[src/rtl/vga_sync_decoder.sv]
// Receive-side VGA timing checker: verifies line/frame timing against the configured
// mode, locks onto the frame and recovers active-area coordinates, colour and a valid strobe.
module vga_sync_decoder #(
  parameter int unsigned H_VISIBLE = 640,
  parameter int unsigned H_FRONT   = 16,
  parameter int unsigned H_SYNC    = 96,
  parameter int unsigned H_BACK    = 48,
  parameter int unsigned V_VISIBLE = 480,
  parameter int unsigned V_FRONT   = 10,
  parameter int unsigned V_SYNC    = 2,
  parameter int unsigned V_BACK    = 33,
  parameter logic        SYNC_POL  = 1'b0
) (
  input  logic       sclk,
  input  logic       srst,
  input  logic       pix_en,
  input  logic       hsync,
  input  logic       vsync,
  input  logic       r,
  input  logic       g,
  input  logic       b,
  output logic       locked,
  output logic       pix_valid,
  output logic [9:0] pix_x,
  output logic [9:0] pix_y,
  output logic [2:0] pix_rgb,
  output logic       frame_start,
  output logic       err_hline,
  output logic       err_vframe
);

  localparam int unsigned CW      = 12;
  localparam int unsigned CW1     = 13;
  localparam int unsigned H_TOTAL = H_VISIBLE + H_FRONT + H_SYNC + H_BACK;
  localparam int unsigned V_TOTAL = V_VISIBLE + V_FRONT + V_SYNC + V_BACK;
  localparam int unsigned H_ACT0  = H_SYNC + H_BACK;
  localparam int unsigned V_ACT0  = V_SYNC + V_BACK;
  localparam logic [CW-1:0] CNT_MAX = '1;

  typedef enum logic [1:0] {
    SEARCH  = 2'd0,
    ACQUIRE = 2'd1,
    LOCKED  = 2'd2
  } state_t;

  state_t        r_state;
  logic          r_hs;
  logic          r_hs_d;
  logic          r_vs;
  logic          r_vs_at_hs;
  logic          r_h_seen;
  logic [2:0]    r_rgb;
  logic [CW-1:0] r_hcnt;
  logic [CW-1:0] r_vcnt;

  logic          w_hs_edge;
  logic          w_vs_start;
  logic          w_line_bad;
  logic          w_frame_bad;
  logic          w_err_h;
  logic          w_err_v;
  logic          w_lock_nxt;
  logic          w_active;
  logic          w_valid;
  logic [CW-1:0] w_hcnt_inc;
  logic [CW-1:0] w_vcnt_inc;
  logic [CW-1:0] w_hcnt_nxt;
  logic [CW-1:0] w_vcnt_nxt;
  logic [9:0]    w_x;
  logic [9:0]    w_y;

  // Counters give the position of the pixel now in stage 1; the outputs register it.
  always_comb begin
    w_hs_edge   = (r_hs == SYNC_POL) && (r_hs_d != SYNC_POL);
    w_vs_start  = w_hs_edge && (r_vs == SYNC_POL) && !r_vs_at_hs;
    w_hcnt_inc  = (r_hcnt == CNT_MAX) ? r_hcnt : r_hcnt + CW'(1);
    w_vcnt_inc  = (r_vcnt == CNT_MAX) ? r_vcnt : r_vcnt + CW'(1);
    w_hcnt_nxt  = w_hs_edge ? '0 : w_hcnt_inc;
    w_vcnt_nxt  = w_vs_start ? '0 : (w_hs_edge ? w_vcnt_inc : r_vcnt);
    w_line_bad  = w_hs_edge && r_h_seen &&
                  (({1'b0, r_hcnt} + CW1'(1)) != CW1'(H_TOTAL));
    w_frame_bad = w_vs_start && (({1'b0, r_vcnt} + CW1'(1)) != CW1'(V_TOTAL));
    w_err_h     = (r_state != SEARCH) && w_line_bad;
    w_err_v     = (r_state != SEARCH) && w_frame_bad;
    w_lock_nxt  = !(w_err_h || w_err_v) &&
                  ((r_state == LOCKED) || ((r_state == ACQUIRE) && w_vs_start));
    w_active    = (w_hcnt_nxt >= CW'(H_ACT0)) && (w_hcnt_nxt < CW'(H_ACT0 + H_VISIBLE)) &&
                  (w_vcnt_nxt >= CW'(V_ACT0)) && (w_vcnt_nxt < CW'(V_ACT0 + V_VISIBLE));
    w_valid     = w_lock_nxt && w_active;
    w_x         = 10'(w_hcnt_nxt - CW'(H_ACT0));
    w_y         = 10'(w_vcnt_nxt - CW'(V_ACT0));
  end

  always_ff @(posedge sclk) begin
    if (srst) begin
      r_state     <= SEARCH;
      r_hs        <= ~SYNC_POL;
      r_hs_d      <= ~SYNC_POL;
      r_vs        <= ~SYNC_POL;
      r_vs_at_hs  <= 1'b0;
      r_h_seen    <= 1'b0;
      r_rgb       <= '0;
      r_hcnt      <= '0;
      r_vcnt      <= '0;
      locked      <= 1'b0;
      pix_valid   <= 1'b0;
      pix_x       <= '0;
      pix_y       <= '0;
      pix_rgb     <= '0;
      frame_start <= 1'b0;
      err_hline   <= 1'b0;
      err_vframe  <= 1'b0;
    end else if (pix_en) begin
      r_hs   <= hsync;
      r_hs_d <= r_hs;
      r_vs   <= vsync;
      r_rgb  <= {r, g, b};
      r_hcnt <= w_hcnt_nxt;
      r_vcnt <= w_vcnt_nxt;
      if (w_hs_edge) begin
        r_vs_at_hs <= (r_vs == SYNC_POL);
        r_h_seen   <= 1'b1;
      end

      // Any timing error drops straight back to SEARCH, even on a vs_start cycle.
      case (r_state)
        SEARCH: begin
          if (w_vs_start) r_state <= ACQUIRE;
        end
        ACQUIRE: begin
          if (w_err_h || w_err_v) r_state <= SEARCH;
          else if (w_vs_start)    r_state <= LOCKED;
        end
        LOCKED: begin
          if (w_err_h || w_err_v) r_state <= SEARCH;
        end
        default: r_state <= SEARCH;
      endcase

      locked      <= w_lock_nxt;
      pix_valid   <= w_valid;
      pix_x       <= w_valid ? w_x : '0;
      pix_y       <= w_valid ? w_y : '0;
      pix_rgb     <= w_valid ? r_rgb : '0;
      frame_start <= w_valid && (w_x == '0) && (w_y == '0);
      err_hline   <= w_err_h;
      err_vframe  <= w_err_v;
    end
  end

endmodule
[config.mk]
export PLATFORM = sky130hd
export DESIGN_NAME = vga_sync_decoder
export DESIGN_NICKNAME = d
export VERILOG_FILES = /design/src/rtl/vga_sync_decoder.sv
export SDC_FILE = /design/constraint.sdc
export NUM_CORES = 1
export LEC_CHECK = 0
export ABC_AREA = 1
export ABC_CLOCK_PERIOD_IN_PS = 2900
export CAP_MARGIN = 10
export CORE_AREA = 2 2 82 92
export DETAILED_ROUTE_END_ITERATION = 10
export DIE_AREA = 0 0 84 94
export HOLD_SLACK_MARGIN = 0.06
export PLACE_DENSITY = 0.79
export SYNTH_ARGS = -nofsm -noshare
export SYNTH_HDL_FRONTEND = slang
export SYNTH_SLANG_ARGS = --single-unit
[constraint.sdc]
create_clock -name sclk -period 2.9 [get_ports sclk]
set_input_delay 0.58 -clock sclk [delete_from_list [all_inputs] [get_ports sclk]]
set_output_delay 0.58 -clock sclk [all_outputs]
set_load 0.005 [all_outputs]
==> impl_metrics.csv <==
group,metric,value,unit
die,die-area,7900,um2
sta,tns,0,ns
critical_path,path_max_fanout,7,
worst_hold_path,hold_path.class,"reg2reg",
pwr,p_per_area,453,nW/um2
place,place_area,4450,um2
drt,post-route-drc-count,0,
global_routing,grt_antenna_before_repair,0,
critical_path,critPathMostFrequentCell,"nand2_1",
logic_synthesis,ys_seq_elements,62,
cts,clock-sinks,62,
cells_and_area,syn_to_final_growth,21.9,%
logic_synthesis,syn_area_per_cell,6.70,um2
drt,dr.pass1.iters,5,
drt,drtIter0Drc,213,
cts,clock_latency,0.35,ns
critical_path,worst_r2r_path_depth,21,
worst_hold_path,hold_path_depth,2,
cts,clock_path_buffers,2,
place,pre_cts_ws,0.154,ns
cells_and_area,fill_cells,586,
cells_and_area,ff_latch_area,1250,um2
cts,cts_tree,"done",
cells_and_area,final_area,4800,um2
sta,tightest_slew,0.750,ns
drt,via_per_inst,5.59,
sta,relSlewSlack,50.0,%
die,start_util,56.9,%
logic_synthesis,synth_area_leaders,"dfxtp_1 (32%), nand2_1 (14%), nand3_1 (7.4%)",
critical_path,required,3.18,ns
run,max_cap_violations,0,
outcome,status,"completed",
cts,clk_pin_slew_worst_paths,0.08,ns
cells_and_area,drive_gt1_share,19.8,%
drt,antenna_left,0,
sta,min_period_over_period,94.4,%
sta,hold_ws,0.464,ns
cells_and_area,multiInputGateArea,2400,um2
logic_synthesis,synth_top_flop_cell,"dfxtp_1",
pwr,leakagePower,0.00196,uW
die,io_pins,36,
place,io_buffers,35,
logic_synthesis,yosys_warnings,0,
logic_synthesis,syn_inst,588,
sta,period_minus_slack,2.74,ns
drt,wl_per_cell,14.4,um
logic_synthesis,async_reset_ff_share,0,%
place,routabilityCongestion,0.907,
global_routing,grt_usage,27.1,%
global_routing,grt_pass1_wl,17.3,mm
sta,hold_viol,0,
cells_and_area,n_antenna_cell,0,
logic_synthesis,synth_cell_types,40,
logic_synthesis,syn_nets,604,
critical_path,crit_slowest_cell,"dfxtp_2",
drt,num_vias,4093,
cells_and_area,final_net_count,658,
die,coreArea,6930,um2
critical_path,end_kind,"register",
critical_path,cp-start-kind,"register",
logic_synthesis,yosys-top-cells-count,"nand2_1 (152), dfxtp_1 (62), nand3_1 (58), inv_1 (51)",
cts,cts_buffers,9,
critical_path,critPathKind,"reg2reg",
logic_synthesis,synth_top_area_share,31.5,%
pwr,irDropWorstVdd,360,uV
global_routing,grt_pass1_vias,3876,
critical_path,path_cells,"ha_4 > nand2_2 > nor2_4 > nand3_4 > nand2_4 > nand2_1 > nand2_1 > nor2_2 > ha_2 > inv_1 > nand2_1 > inv_1 > nand2_2 > nor2_2 > nand2_1 > nand2_1 > nand3_2 > nor2_4 > clkbuf_16 > nand2_1 > a21oi_1",
sta,setup-violations-final,0,
place,dp_hpwl,7.46,mm
sta,worst_slack,0.164,ns
logic_synthesis,synth_edf_count,0,
global_routing,grt_max_degree,40,
sta,slew_violations,0,
logic_synthesis,syn_area,3940,um2
cts,htree_levels,3,
critical_path,cp.arrival,3.02,ns
critical_path,critPathMaxStageDelay,0.36,ns
sta,clock_skew,0.00982,ns
drt,routed_wirelength,10.6,mm
die,die_y,94,um
global_routing,overflow,0,
cts,postCtsHoldBufs,0,
die,placementRows,32,
die,die_w,84,um
logic_synthesis,synth_area_leader_cell,"dfxtp_1",
logic_synthesis,synth.most_common_cell,"nand2_1",
sta,max_clock_freq,0.365,GHz
logic_synthesis,seq_area_frac_synth,31.5,%
cts,cts-root-buf,"clkbuf_8",
state kept, by name, summed over array words and instances, names as in the netlist, 2 cells and up:
name     cells
pix_y       10
r_state      2
r_rgb        3
r_vcnt      12
pix_rgb      3
pix_x       10
r_hcnt      12
metrics by stage:
step,instances,utilization (%),total power (uW)
final,732,69.3,2180
after floorplan,588,-,1250
after CTS,722,67.3,2160
after global placement,706,64.3,1360
after detailed placement,706,64.3,1370
after global routing,732,69.3,2280
metal layers:
metal / GRT usage [%] / wire length (um)
met3: 5.89 / 536
met5: 0 / 0
met4: 14.8 / 378
met1: 31.5 / 4380
met2: 46.5 / 5270
worst paths after layout:
check | end | startpoint | slack [ns]
max | pix_x[0] | r_vcnt[1] | 0.16
min reg2reg | pix_rgb[0] | r_rgb[0] | 0.46
min | pix_rgb[0] | r_rgb[0] | 0.46
max reg2reg | pix_x[0] | r_vcnt[1] | 0.16
cell type report:
type | instances | area share (%)
Clock inverter | 6 | 1.41
Inverter | 57 | 4.45
Clock buffer | 10 | 2.87
Sequential cell | 62 | 26.0
Multi-Input combinational cell | 447 | 50.0
Tap cell | 85 | 2.21
Timing Repair Buffer | 65 | 13.0
critical path, delay by kind of cell, from the launching register on:
family	cells	cell delay [ns]
compound gates	1	0.11
flops	1	0.36
fa+ha+maj	2	0.34
buf+inv	3	0.36
simple gates	15	1.51
logic make-up (layout without fill, tap and decap cells):
kind of cell	count (synthesis)	after routing	synth area share, %
AO/OA/AOI/OAI	106	106	15.4
flip-flops	62	62	31.5
buffers and inverters	79	138	8.41
AND/OR/NAND/NOR	327	327	40.8
adder cells (fa/ha/maj)	8	8	2.54
XOR/XNOR	6	6	1.33
power breakdown:
part	leakage, uW	internal [uW]	switching, uW
clock network	0.0000993	425	377
registers	0.000508	885	32.4
logic	0.00136	157	301
total	0.00196	1470	710
repair_timing:
item                       in CTS  in global routing
resized for setup               0                 18
setup endpoints to repair       0                 24
hold endpoints to repair        0                  0
buffers inserted                0                  9
placed cells by master, fill, tap and decap left out, types with 3 or more instances in the layout:
master           instances
clkbuf_8                10
nand3b_1                 3
xor2_1                   3
nand2_2                 22
nor3_1                   4
o21ai_0                 33
a211oi_1                 6
a21oi_2                 11
nor2_2                  10
nor2_1                  47
clkdlybuf4s50_1         35
a21oi_1                 48
nand3_2                  4
nor2_4                   9
nand3_1                 58
inv_2                    4
xnor2_1                  3
dfxtp_1                 56
buf_4                   25
nand2_4                  5
nand4_1                  7
nand2_1                150
inv_1                   51
ha_1                     5
dfxtp_2                  6
nand3_4                  3
Note: power is estimated with default switching activity, not from simulation.
